--- src/rtl/bram_port_arbiter.sv ---
// Round-robin arbiter sharing the narrow port of the IOPMP BRAM width converter
// between NUM_REQ requesters, with a read-data watchdog.
module bram_port_arbiter #(
   parameter int unsigned NUM_REQ    = 2,
   parameter int unsigned OUT_WIDTH  = 32,
   parameter int unsigned ADDR_WIDTH = 7,
   parameter int unsigned TIMEOUT    = 4
) (
   input  logic                                 clk_i,
   input  logic                                 rst_ni,
   input  logic [NUM_REQ-1:0]                   req_i,
   input  logic [NUM_REQ-1:0]                   we_i,
   input  logic [NUM_REQ-1:0][ADDR_WIDTH-1:0]   addr_i,
   input  logic [NUM_REQ-1:0][OUT_WIDTH-1:0]    wdata_i,
   output logic [NUM_REQ-1:0]                   gnt_o,
   output logic [NUM_REQ-1:0]                   rsp_valid_o,
   output logic                                 rsp_err_o,
   output logic [OUT_WIDTH-1:0]                 rdata_o,
   output logic                                 busy_o,
   output logic                                 err_o,
   output logic                                 conv_en_o,
   output logic                                 conv_we_o,
   output logic [ADDR_WIDTH-1:0]                conv_addr_o,
   output logic [OUT_WIDTH-1:0]                 conv_din_o,
   input  logic [OUT_WIDTH-1:0]                 conv_dout_i,
   input  logic                                 conv_valid_i,
   input  logic                                 conv_ready_i
);

   localparam int unsigned IDX_W   = $clog2(NUM_REQ);
   localparam int unsigned TIMER_W = (TIMEOUT > 1) ? $clog2(TIMEOUT) : 1;

   typedef enum logic [1:0] {IDLE, RD_WAIT, WR_WAIT} state_e;

   state_e             state_q, state_d;
   logic [IDX_W-1:0]   last_q, last_d;
   logic [IDX_W-1:0]   owner_q, owner_d;
   logic [TIMER_W-1:0] timer_q, timer_d;
   logic               err_q, err_d;

   logic               found;
   logic [IDX_W-1:0]   winner;
   logic [IDX_W-1:0]   cand;

   // Round-robin search: first active request after the last winner, wrapping.
   always_comb begin
      found  = 1'b0;
      winner = '0;
      cand   = '0;
      for (int k = 1; k <= int'(NUM_REQ); k++) begin
         cand = IDX_W'((int'(last_q) + k) % int'(NUM_REQ));
         if (!found && req_i[cand]) begin
            found  = 1'b1;
            winner = cand;
         end
      end
   end

   // NOTE: every output and next-state signal gets a default first so no path
   // through the case statement leaves one unassigned and infers a latch.
   always_comb begin
      state_d     = state_q;
      last_d      = last_q;
      owner_d     = owner_q;
      timer_d     = timer_q;
      err_d       = err_q;
      gnt_o       = '0;
      rsp_valid_o = '0;
      rsp_err_o   = 1'b0;
      rdata_o     = '0;
      conv_en_o   = 1'b0;
      conv_we_o   = 1'b0;
      conv_addr_o = '0;
      conv_din_o  = '0;

      unique case (state_q)
         IDLE: begin
            if (found && conv_ready_i) begin
               gnt_o[winner] = 1'b1;
               conv_en_o     = 1'b1;
               conv_we_o     = we_i[winner];
               conv_addr_o   = addr_i[winner];
               conv_din_o    = wdata_i[winner];
               owner_d       = winner;
               last_d        = winner;
               timer_d       = '0;
               state_d       = we_i[winner] ? WR_WAIT : RD_WAIT;
            end
         end
         RD_WAIT: begin
            if (conv_valid_i) begin
               rsp_valid_o[owner_q] = 1'b1;
               rdata_o              = conv_dout_i;
               timer_d              = '0;
               state_d              = IDLE;
            end else if (timer_q == TIMER_W'(TIMEOUT - 1)) begin
               // Watchdog expiry: complete with an error so the owner is not stuck.
               rsp_valid_o[owner_q] = 1'b1;
               rsp_err_o            = 1'b1;
               err_d                = 1'b1;
               timer_d              = '0;
               state_d              = IDLE;
            end else begin
               timer_d = timer_q + 1'b1;
            end
         end
         WR_WAIT: begin
            rsp_valid_o[owner_q] = 1'b1;
            state_d              = IDLE;
         end
         default: state_d = IDLE;
      endcase
   end

   // NOTE: sequential state uses non-blocking assignments so every register
   // samples its pre-edge inputs regardless of statement order.
   always_ff @(posedge clk_i or negedge rst_ni) begin
      if (!rst_ni) begin
         state_q <= IDLE;
         last_q  <= IDX_W'(NUM_REQ - 1);
         owner_q <= '0;
         timer_q <= '0;
         err_q   <= 1'b0;
      end else begin
         state_q <= state_d;
         last_q  <= last_d;
         owner_q <= owner_d;
         timer_q <= timer_d;
         err_q   <= err_d;
      end
   end

   assign busy_o = (state_q != IDLE);
   assign err_o  = err_q;

endmodule

--- config.mk ---
export PLATFORM = sky130hd
export DESIGN_NAME = bram_port_arbiter
export DESIGN_NICKNAME = d
export VERILOG_FILES = /design/src/rtl/bram_port_arbiter.sv
export SDC_FILE = /design/constraint.sdc
export NUM_CORES = 1
export LEC_CHECK = 0
export CORE_MARGIN = 2
export CORE_UTILIZATION = 21
export DETAILED_ROUTE_END_ITERATION = 8
export PLACE_DENSITY_LB_ADDON = 0.3
export SETUP_SLACK_MARGIN = 0.1
export SYNTH_ARGS = -nofsm -noshare
export SYNTH_HDL_FRONTEND = slang
export SYNTH_SLANG_ARGS = --single-unit
--- constraint.sdc ---
create_clock -name clk_i -period 2.3 [get_ports clk_i]
set_input_delay 0.46 -clock clk_i [delete_from_list [all_inputs] [get_ports clk_i]]
set_output_delay 0.46 -clock clk_i [all_outputs]
set_load 0.01 [all_outputs]
==> run_results.csv <==
group,metric,value,unit
run_status,status,"finished, final reports clean",
floorplanning,die_w,77.1,um
timing,slew_viol_final,0,
synth,netlist_instances,132,
floorplanning,die_h,77.1,um
synth,yosysWarnings,0,
placement,place_hpwl,5.41,mm
route,ant_nets,0,
cts,numCtsBuffers,3,
synth,synthesis.area,1120,um2
finish,final_nets,472,
worst_hold_path,hp-class,"flip-flop to flip-flop",
power,p_seq_frac,0.101,
synth,syn_area_per_cell,8.51,um2
synth,ys.flop_type,"dfrtp_1",
cts,cts_max_level,1,
synth,ys_ff_latch,7,
worst_setup_path,r2r_cells,7,
worst_setup_path,endpoint,"conv_addr_o[0]",
worst_setup_path,critPathArrivalTime,1710,ps
timing,hold_viol_final,0,
finish,final_cell_mix,"clkdlybuf4s50_1 (115), dlygate4sd2_1 (41), a22o_1 (40), and3_1 (32), buf_2 (31)",
power,p_switching,0.762,mW
power,power.total,1.97,mW
power,p_sw_frac,0.388,
cts,clock_latency,230,ps
finish,final_common_cell,"clkdlybuf4s50_1",
power,power_density,608,nW/um2
finish,num_antenna_cells,0,
route,drt-total-wl,6.88,mm
timing,period_share,0.946,
route,drcViolationCount,0,
global_routing,grt_pass1_wl,10.4,mm
floorplanning,ios,198,
placement,gp_congestion,0.818,
placement,preCtsSetupSlack,-449,ps
timing,grt_setup_unrepaired,"true",
flow_run,maxCapViolCount,0,
synth,synth_cell_type_count,27,
placement,place_inst,401,
worst_setup_path,cp-start-kind,"flip-flop",
route,vias,1938,
worst_setup_path,worstSetupStartpoint,"state_q[0]",
cts,postCtsHoldBufs,0,
floorplanning,die-area,5950,um2
cts,clockBufferDepth,2,
global_routing,grt_usage,0.214,
timing,tightest_slew,373,ps
synth,synthArstFlopShare,1.00,
power,p_comb_frac,0.808,
route,dr.pass1.iters,4,
synth,ys_seq_area_frac,0.157,
cts,path_clk_slew,40,ps
worst_setup_path,r2r_start,"state_q[0]",
timing,finalWorstSetupSlack,125,ps
cts,cts_root_buf,"clkbuf_8",
global_routing,grt_pass1_vias,1917,
finish,drive_above_1_share,0.246,
cts,cts_tree,"yes",
worst_setup_path,crit_type,"flip-flop to output port",
finish,fin_cells,419,
synth,synth-edff-count,0,
worst_setup_path,rrSetupSlack,770,ps
global_routing,antenna_found_initial,0,
finish,fillerInstances,477,
worst_setup_path,cp_max_fo,15,
route,drtIter0Drc,41,
power,peakVddDrop,540,uV
floorplanning,start_util,0.219,
power,clockPowerShare,0.091,
timing,setup_viol,0,
placement,port_buffers,197,
timing,slew_headroom,0.751,
floorplanning,fp.coreArea,5140,um2
worst_setup_path,cp-end-kind,"output port",
power,internal-power,1.20,mW
power,p_leak,1.74,nW
timing,min_period,2170,ps
route,wl_per_cell,16.4,um
cts,cts_sinks,7,
floorplanning,num_rows,26,
timing,fmax,460,MHz
finish,area_delta_synth_final,188,%
timing,finalSetupTns,0,ps
timing,skew,3.24,ps
worst_setup_path,rr_endpoint,"state_q[1]",
route,viasPerCell,4.63,
worst_setup_path,required,1840,ps
global_routing,grt-ovfl-total,0,
synth,syn_nets,254,
global_routing,grt_max_degree,25,
[kinds of logic after synthesis]
family                     Yosys count  synth area share
AOI/OAI and AO/OA                   53             0.392
adders and majority gates            4            0.0445
buffers and inverters               23             0.157
DFF                                  7             0.157
muxes                                2            0.0189
and+or+nand+nor                     43             0.231
[registers in the layout, summed over array words and instances, names as in the netlist]
signal,count
owner_q,1
state_q,2
err_o,1
timer_q,2
last_q,1
[metrics by stage]
step	area, um2	util	hold slack (ps)
3_3_place_gp	3210	0.625	455
6_report	3230	0.629	469
4_1_cts	3360	0.655	474
2_1_floorplan	1120	-	164
3_5_place_dp	3210	0.625	462
5_1_grt	3230	0.629	487
[what timing repair did]
item,CTS,global route
endpoints found under the setup margin,78,42
hold endpoints to repair,0,0
pin swaps,3,4
setup buffers,8,4
gates cloned,3,0
gates resized for setup,186,27
[worst max-delay path, cell delays in order (launching register included)]
cell,delay [ps]
dfrtp_1,380
inv_2,80
ha_4,150
nand3_2,80
a21oi_4,170
buf_12,130
buf_12,130
a22o_1,140
clkdlybuf4s15_2,220
[cell type report]
type | instances | area [um2] | area share
multi-input combinational | 102 | 812 | 0.251
timing repair buffer | 229 | 2080 | 0.645
sequential | 7 | 176 | 0.0546
clock buffer | 4 | 45.0 | 0.0139
tap | 70 | 87.6 | 0.0271
inverter | 7 | 26.3 | 0.00813
[synth_stat cells, types with 2 or more instances]
master,number,share of area
buf_2,4,0.018
buf_12,5,0.089
a22o_1,40,0.31
a21oi_1,4,0.018
and3_1,32,0.18
o21ai_0,2,0.0089
inv_1,7,0.023
ha_1,4,0.045
dfrtp_1,6,0.13
clkbuf_1,6,0.020
nor2_1,6,0.020
[worst min path at each step]
| stage | from | end | slack, ps | depth (start not counted) |
|---|---|---|---|---|
| final | err_o | err_o | 470 | 1 |
| after global routing | err_o | err_o | 490 | 1 |
| after CTS | err_o | err_o | 470 | 1 |
| after detailed placement | err_o | err_o | 460 | 1 |
| after global placement | err_o | err_o | 460 | 1 |
| after floorplan | rst_ni | err_o | 160 | 0 |
[layer usage]
layer | vias up | GRT usage | part of all wire
li1 | 951 | - | -
met1 | 888 | 0.239 | 0.38
met2 | 97 | 0.404 | 0.53
met3 | 2 | 0.0706 | 0.088
met4 | 0 | 0.0196 | 0.0028
met5 | - | 0 | 0
[power groups by stage]
stage	Combinational (mW)	Sequential [mW]	Clock [mW]
2_1_floorplan	0.698	0.196	0
3_3_place_gp	1.52	0.198	0
3_5_place_dp	1.54	0.200	0
4_1_cts	1.62	0.200	0.184
5_1_grt	1.71	0.203	0.190
6_report	1.59	0.200	0.178
(Power assumes the default switching activity.)
==> RTL edit 1 (same settings) <==
Encoding of `state_e`: now one-hot (3 bits for 3 states).
--- a/src/rtl/bram_port_arbiter.sv
+++ b/src/rtl/bram_port_arbiter.sv
@@ -31,5 +31,5 @@
    localparam int unsigned TIMER_W = (TIMEOUT > 1) ? $clog2(TIMEOUT) : 1;
 
-   typedef enum logic [1:0] {IDLE, RD_WAIT, WR_WAIT} state_e;
+   typedef enum logic [2:0] {IDLE = 3'b001, RD_WAIT = 3'b010, WR_WAIT = 3'b100} state_e;
 
    state_e             state_q, state_d;
Behaviour: same outputs for any inputs over 10 cycles, from zero or initial values and one cycle with rst_ni low; not proved beyond that.
==> RTL edit 1 against the original RTL <==
  * The flow now finishes with violations (setup timing)
  * Area after synthesis increased by 8.9%
  * Final area up 14%
  * Worst setup slack lost 0.13 ns
  * Routed wire length grew 14%
  * Power shrank 29%
  * Sequential cell count up 1
  * Combinational power fell by 37%
  * Critical path depth unchanged
  * Largest power group unchanged
  * Highest routed layer unchanged
==> RTL edit 1: results (changes against the original RTL) <==
status: finished with violations (was completed)
failing checks: setup timing
Post-Place Cell Area: 0.00329 mm^2 (was 0.00321 mm^2)
GR Util met1: 0.224 (was 0.239)
hold wc startpoint: err_o (unchanged)
layout cells sized above 1: 0.431 (was 0.246)
Post-DP HPWL: 5370 um (was 5410 um)
# setup viols final: 1 (was 0)
nets@finish: 491 (was 472)
Yosys cell types: 28 (was 27)
leakage power: 1.73 nW (was 1.74 nW)
CP max FO: 7 (was 15)
gpl congestion: 0.781 (was 0.818)
cells after synthesis: 134 (was 132)
DR WL met3: 690 um (was 608 um)
clock skew: 0.00452 ns (was 0.00324 ns)
placed cell count: 402 (was 401)
largest registers: state_q (3), timer_q (2) (was state_q (2), timer_q (2))
met1 WL: 2770 um (was 2620 um)
first-pass GRT wire length: 10900 um (was 10400 um)
Fin Setup TNS: -0.00659 ns (was 0 ns)
GR Layer Usage met2: 0.435 (was 0.404)
sequential fraction of the synthesis area: 0.166 (was 0.157)
number of global-route vias before repair: 2182 (was 1917)
Critical Path Sink: conv_din_o[6] (was conv_addr_o[0])
Fin Hold WS: 0.454 ns (was 0.469 ns)
worst reg2reg setup slack: 0.70 ns (was 0.77 ns)
total track usage: 0.219 (was 0.214)
Filler cells: 485 (was 477)
fin worst setup slack: -0.00659 ns (was 0.125 ns)
Vias/cell: 4.77 (was 4.63)
GRT met3 Usage: 0.0551 (was 0.0706)
register area: 203 um^2 (was 176 um^2)
dpl ws: -0.504 ns (was -0.449 ns)
syn nets: 253 (was 254)
Routed WL: 7830 um (was 6880 um)
Arr. time, crit path: 1.85 ns (was 1.71 ns)
R2R depth: 5 (was 7)
top post-synthesis cells by count: 39 x a32o_1, 34 x and2_1, 13 x buf_6 (was 40 x a22o_1, 32 x and3_1, 7 x inv_1)
met2 routed WL: 4280 um (was 3630 um)
worst reg2reg endpoint: timer_q[0] (was state_q[1])
starting DRC count in detailed routing: 44 (was 41)
-- RTL edit 1: cells by family after synthesis --
logic type	count (synthesis)	synth area share
buffers and inverters	21	0.145
multiplexers	1	0.00818
flip-flops	8	0.166
AO/OA/AOI/OAI	53	0.412
AND/OR/NAND/NOR	50	0.259
adder cells (fa/ha/maj)	1	0.0102
-- RTL edit 1: where the power goes --
group | internal [mW] | total, mW | switching (mW)
Sequential | 0.177 | 0.207 | 0.0300
Combinational | 0.610 | 0.999 | 0.388
Clock | 0.121 | 0.184 | 0.0636
Total | 0.908 | 1.39 | 0.482
-- RTL edit 1: layout make-up --
class                      count  share of cell area
timing repair buffer         247               0.643
multi-input combinational    108               0.258
sequential                     8              0.0552
tap                           72              0.0245
clock buffer                   4              0.0123
inverter                       4             0.00648
-- RTL edit 1: what timing repair did --
item / CTS / global route
cloned: 8 / 1
gates resized for setup: 298 / 62
endpoints found under the setup margin: 78 / 71
setup buffers: 27 / 6
pin swaps: 37 / 19
==> RTL edit 2 (same flow settings) <==
Without the edit above. Set the parameter `ADDR_WIDTH` to 6 (it was 7).
--- a/src/rtl/bram_port_arbiter.sv
+++ b/src/rtl/bram_port_arbiter.sv
@@ -4,5 +4,5 @@
    parameter int unsigned NUM_REQ    = 2,
    parameter int unsigned OUT_WIDTH  = 32,
-   parameter int unsigned ADDR_WIDTH = 7,
+   parameter int unsigned ADDR_WIDTH = 6,
    parameter int unsigned TIMEOUT    = 4
 ) (
Ports: changed (resized addr_i and conv_addr_o); port bits go from 198 to 195. The function was not compared with the original's and may differ.
==> RTL edit 2 against the original RTL <==
  * Power is 2.7% higher
  * Sequential cell count unchanged
  * Critical path depth stayed put
  * Area after synthesis decreased by 7.0%
  * Final area up 2.3%
  * Worst setup slack lost 0.038 ns
  * Routed wire length rose by 0.70%
  * Via count increased by 0.83%
  * Largest cell class unchanged
==> RTL edit 2: results (changes against the original RTL) <==
layout cells sized above 1: 0.259 (was 0.246)
highest metal used: met4 (unchanged)
Post-synth top flop: dfrtp_1 (unchanged)
Synth Area in XOR/XNOR: 0 (unchanged)
clock skew: 0.00109 ns (was 0.00324 ns)
Max VDD drop: 0.521 mV (was 0.540 mV)
I/O Buffers: 194 (was 197)
initial antenna violation count: 0 (unchanged)
wire length per cell: 16.6 um (was 16.4 um)
largest registers: state_q (2), timer_q (2) (unchanged)
root buffer cell: clkbuf_8 (unchanged)
worst-margin pin slew: 0.441 ns (was 0.373 ns)
CP max-delay cell: dfrtp_1 (unchanged)
Post-DP HPWL: 5200 um (was 5410 um)
Async SR Flop Fraction: 1.00 (unchanged)
CP max FO: 5 (was 15)
CP max stage delay: 0.36 ns (was 0.38 ns)
Filler cells: 423 (was 477)
starting DRC count in detailed routing: 32 (was 41)
Critical Path Start: state_q[1] (was state_q[0])
Synth Area in Adders: 0.0479 (was 0.0445)
drt pass-1 iters: 4 (unchanged)
leakage power: 1.76 nW (was 1.74 nW)
total track usage: 0.222 (was 0.214)
GR Layer Usage met2: 0.415 (was 0.404)
GRT met3 Usage: 0.0461 (was 0.0706)
Area contributors post-synth: a22o_1 33%, and3_1 19%, dfrtp_1 14%, ha_1 4.8%, buf_2 3.4% (was a22o_1 31%, and3_1 18%, dfrtp_1 13%, buf_12 8.9%, ha_1 4.5%)
gpl congestion: 0.775 (was 0.818)
later-pin clock latency in the skew report: 0.23 ns (about the same)
Clk pwr share: 0.087 (was 0.091)
Comb group: 1.64 mW (was 1.59 mW)
status: completed (unchanged)
mux contribution to synthesized area: 0.0204 (was 0.0189)
Synth Area in Compound Gates: 0.413 (was 0.392)
post-cts resize count: 186 (unchanged)
Setup Buffers After CTS: 7 (was 8)
number of global-route vias before repair: 1910 (was 1917)
H-Tree Depth: 1 (unchanged)
first-pass GRT wire length: 9580 um (was 10400 um)
Yosys cell types: 26 (was 27)
Vias/cell: 4.70 (was 4.63)
largest net degree at the start of global routing: 21 (was 25)
Min-Delay Path Class: flip-flop to flip-flop (unchanged)
sequential fraction of the synthesis area: 0.169 (was 0.157)
DR WL met3: 534 um (was 608 um)
syn nets: 250 (was 254)
met1 WL: 2530 um (was 2620 um)
hold wc startpoint: err_o (unchanged)
Pwr Density: 611 mW/mm^2 (was 608 mW/mm^2)
met2 routed WL: 3690 um (was 3630 um)
CTS Buffer Depth: 2 (unchanged)
top post-synthesis cells by count: 39 x a22o_1, 32 x and3_1, 7 x buf_2, 7 x inv_1 (was 40 x a22o_1, 32 x and3_1, 7 x inv_1)
switching power: 0.771 mW (was 0.762 mW)
synth warn: 0 (unchanged)
GR Util met1: 0.245 (was 0.239)
nets@finish: 469 (was 472)
==> RTL edit 2: critical path, delay by kind of cell, from the launching register on <==
family | cells | cell delay, ns
compound gates | 1 | 0.21
fa+ha+maj | 1 | 0.16
buf+inv | 5 | 0.58
flops | 1 | 0.36
simple gates | 1 | 0.21
==> RTL edit 2: logic make-up (layout without fill, tap and decap cells) <==
group | count (synthesis) | in the layout
AO/OA/AOI/OAI | 52 | 52
adder cells (fa/ha/maj) | 4 | 4
buffers and inverters | 22 | 240
flip-flops | 7 | 7
multiplexers | 2 | 2
other | 0 | 1
AND/OR/NAND/NOR | 43 | 43
==> RTL edit 2: final timing paths <==
kind / to / cells after the start / slack, ns
worst max-delay path: conv_din_o[21] / 8 / 0.09
worst min-delay path: err_o / 1 / 0.47
worst max register to register: state_q[1] / 8 / 0.67
worst min register to register: err_o / 1 / 0.47
max in group asynchronous: last_q / 1 / 1.52
min in group asynchronous: err_o / 1 / 0.49
==> RTL edit 2: per-stage QoR <==
step | area (um^2) | hold slack (ns) | instances | util | setup slack [ns]
final | 3310 | 0.471 | 416 | 0.696 | 0.0866
after global routing | 3300 | 0.509 | 415 | 0.695 | 0.0281
after CTS | 3320 | 0.480 | 411 | 0.699 | 0.0925
after detailed placement | 3180 | 0.456 | 395 | 0.668 | -0.380
after global placement | 3180 | 0.456 | 395 | 0.668 | -0.365
after floorplan | 1040 | 0.164 | 130 | - | 0.439
==> RTL edit 2: area by class of cell <==
cell class	instances	area, um^2	area share
Timing Repair Buffer	229	2160	0.654
Multi-Input combinational cell	101	811	0.245
Sequential cell	7	176	0.0533
Tap cell	67	83.8	0.0253
Clock buffer	4	45.0	0.0136
Inverter	7	26.3	0.00795
Antenna cell	1	2.50	0.000757
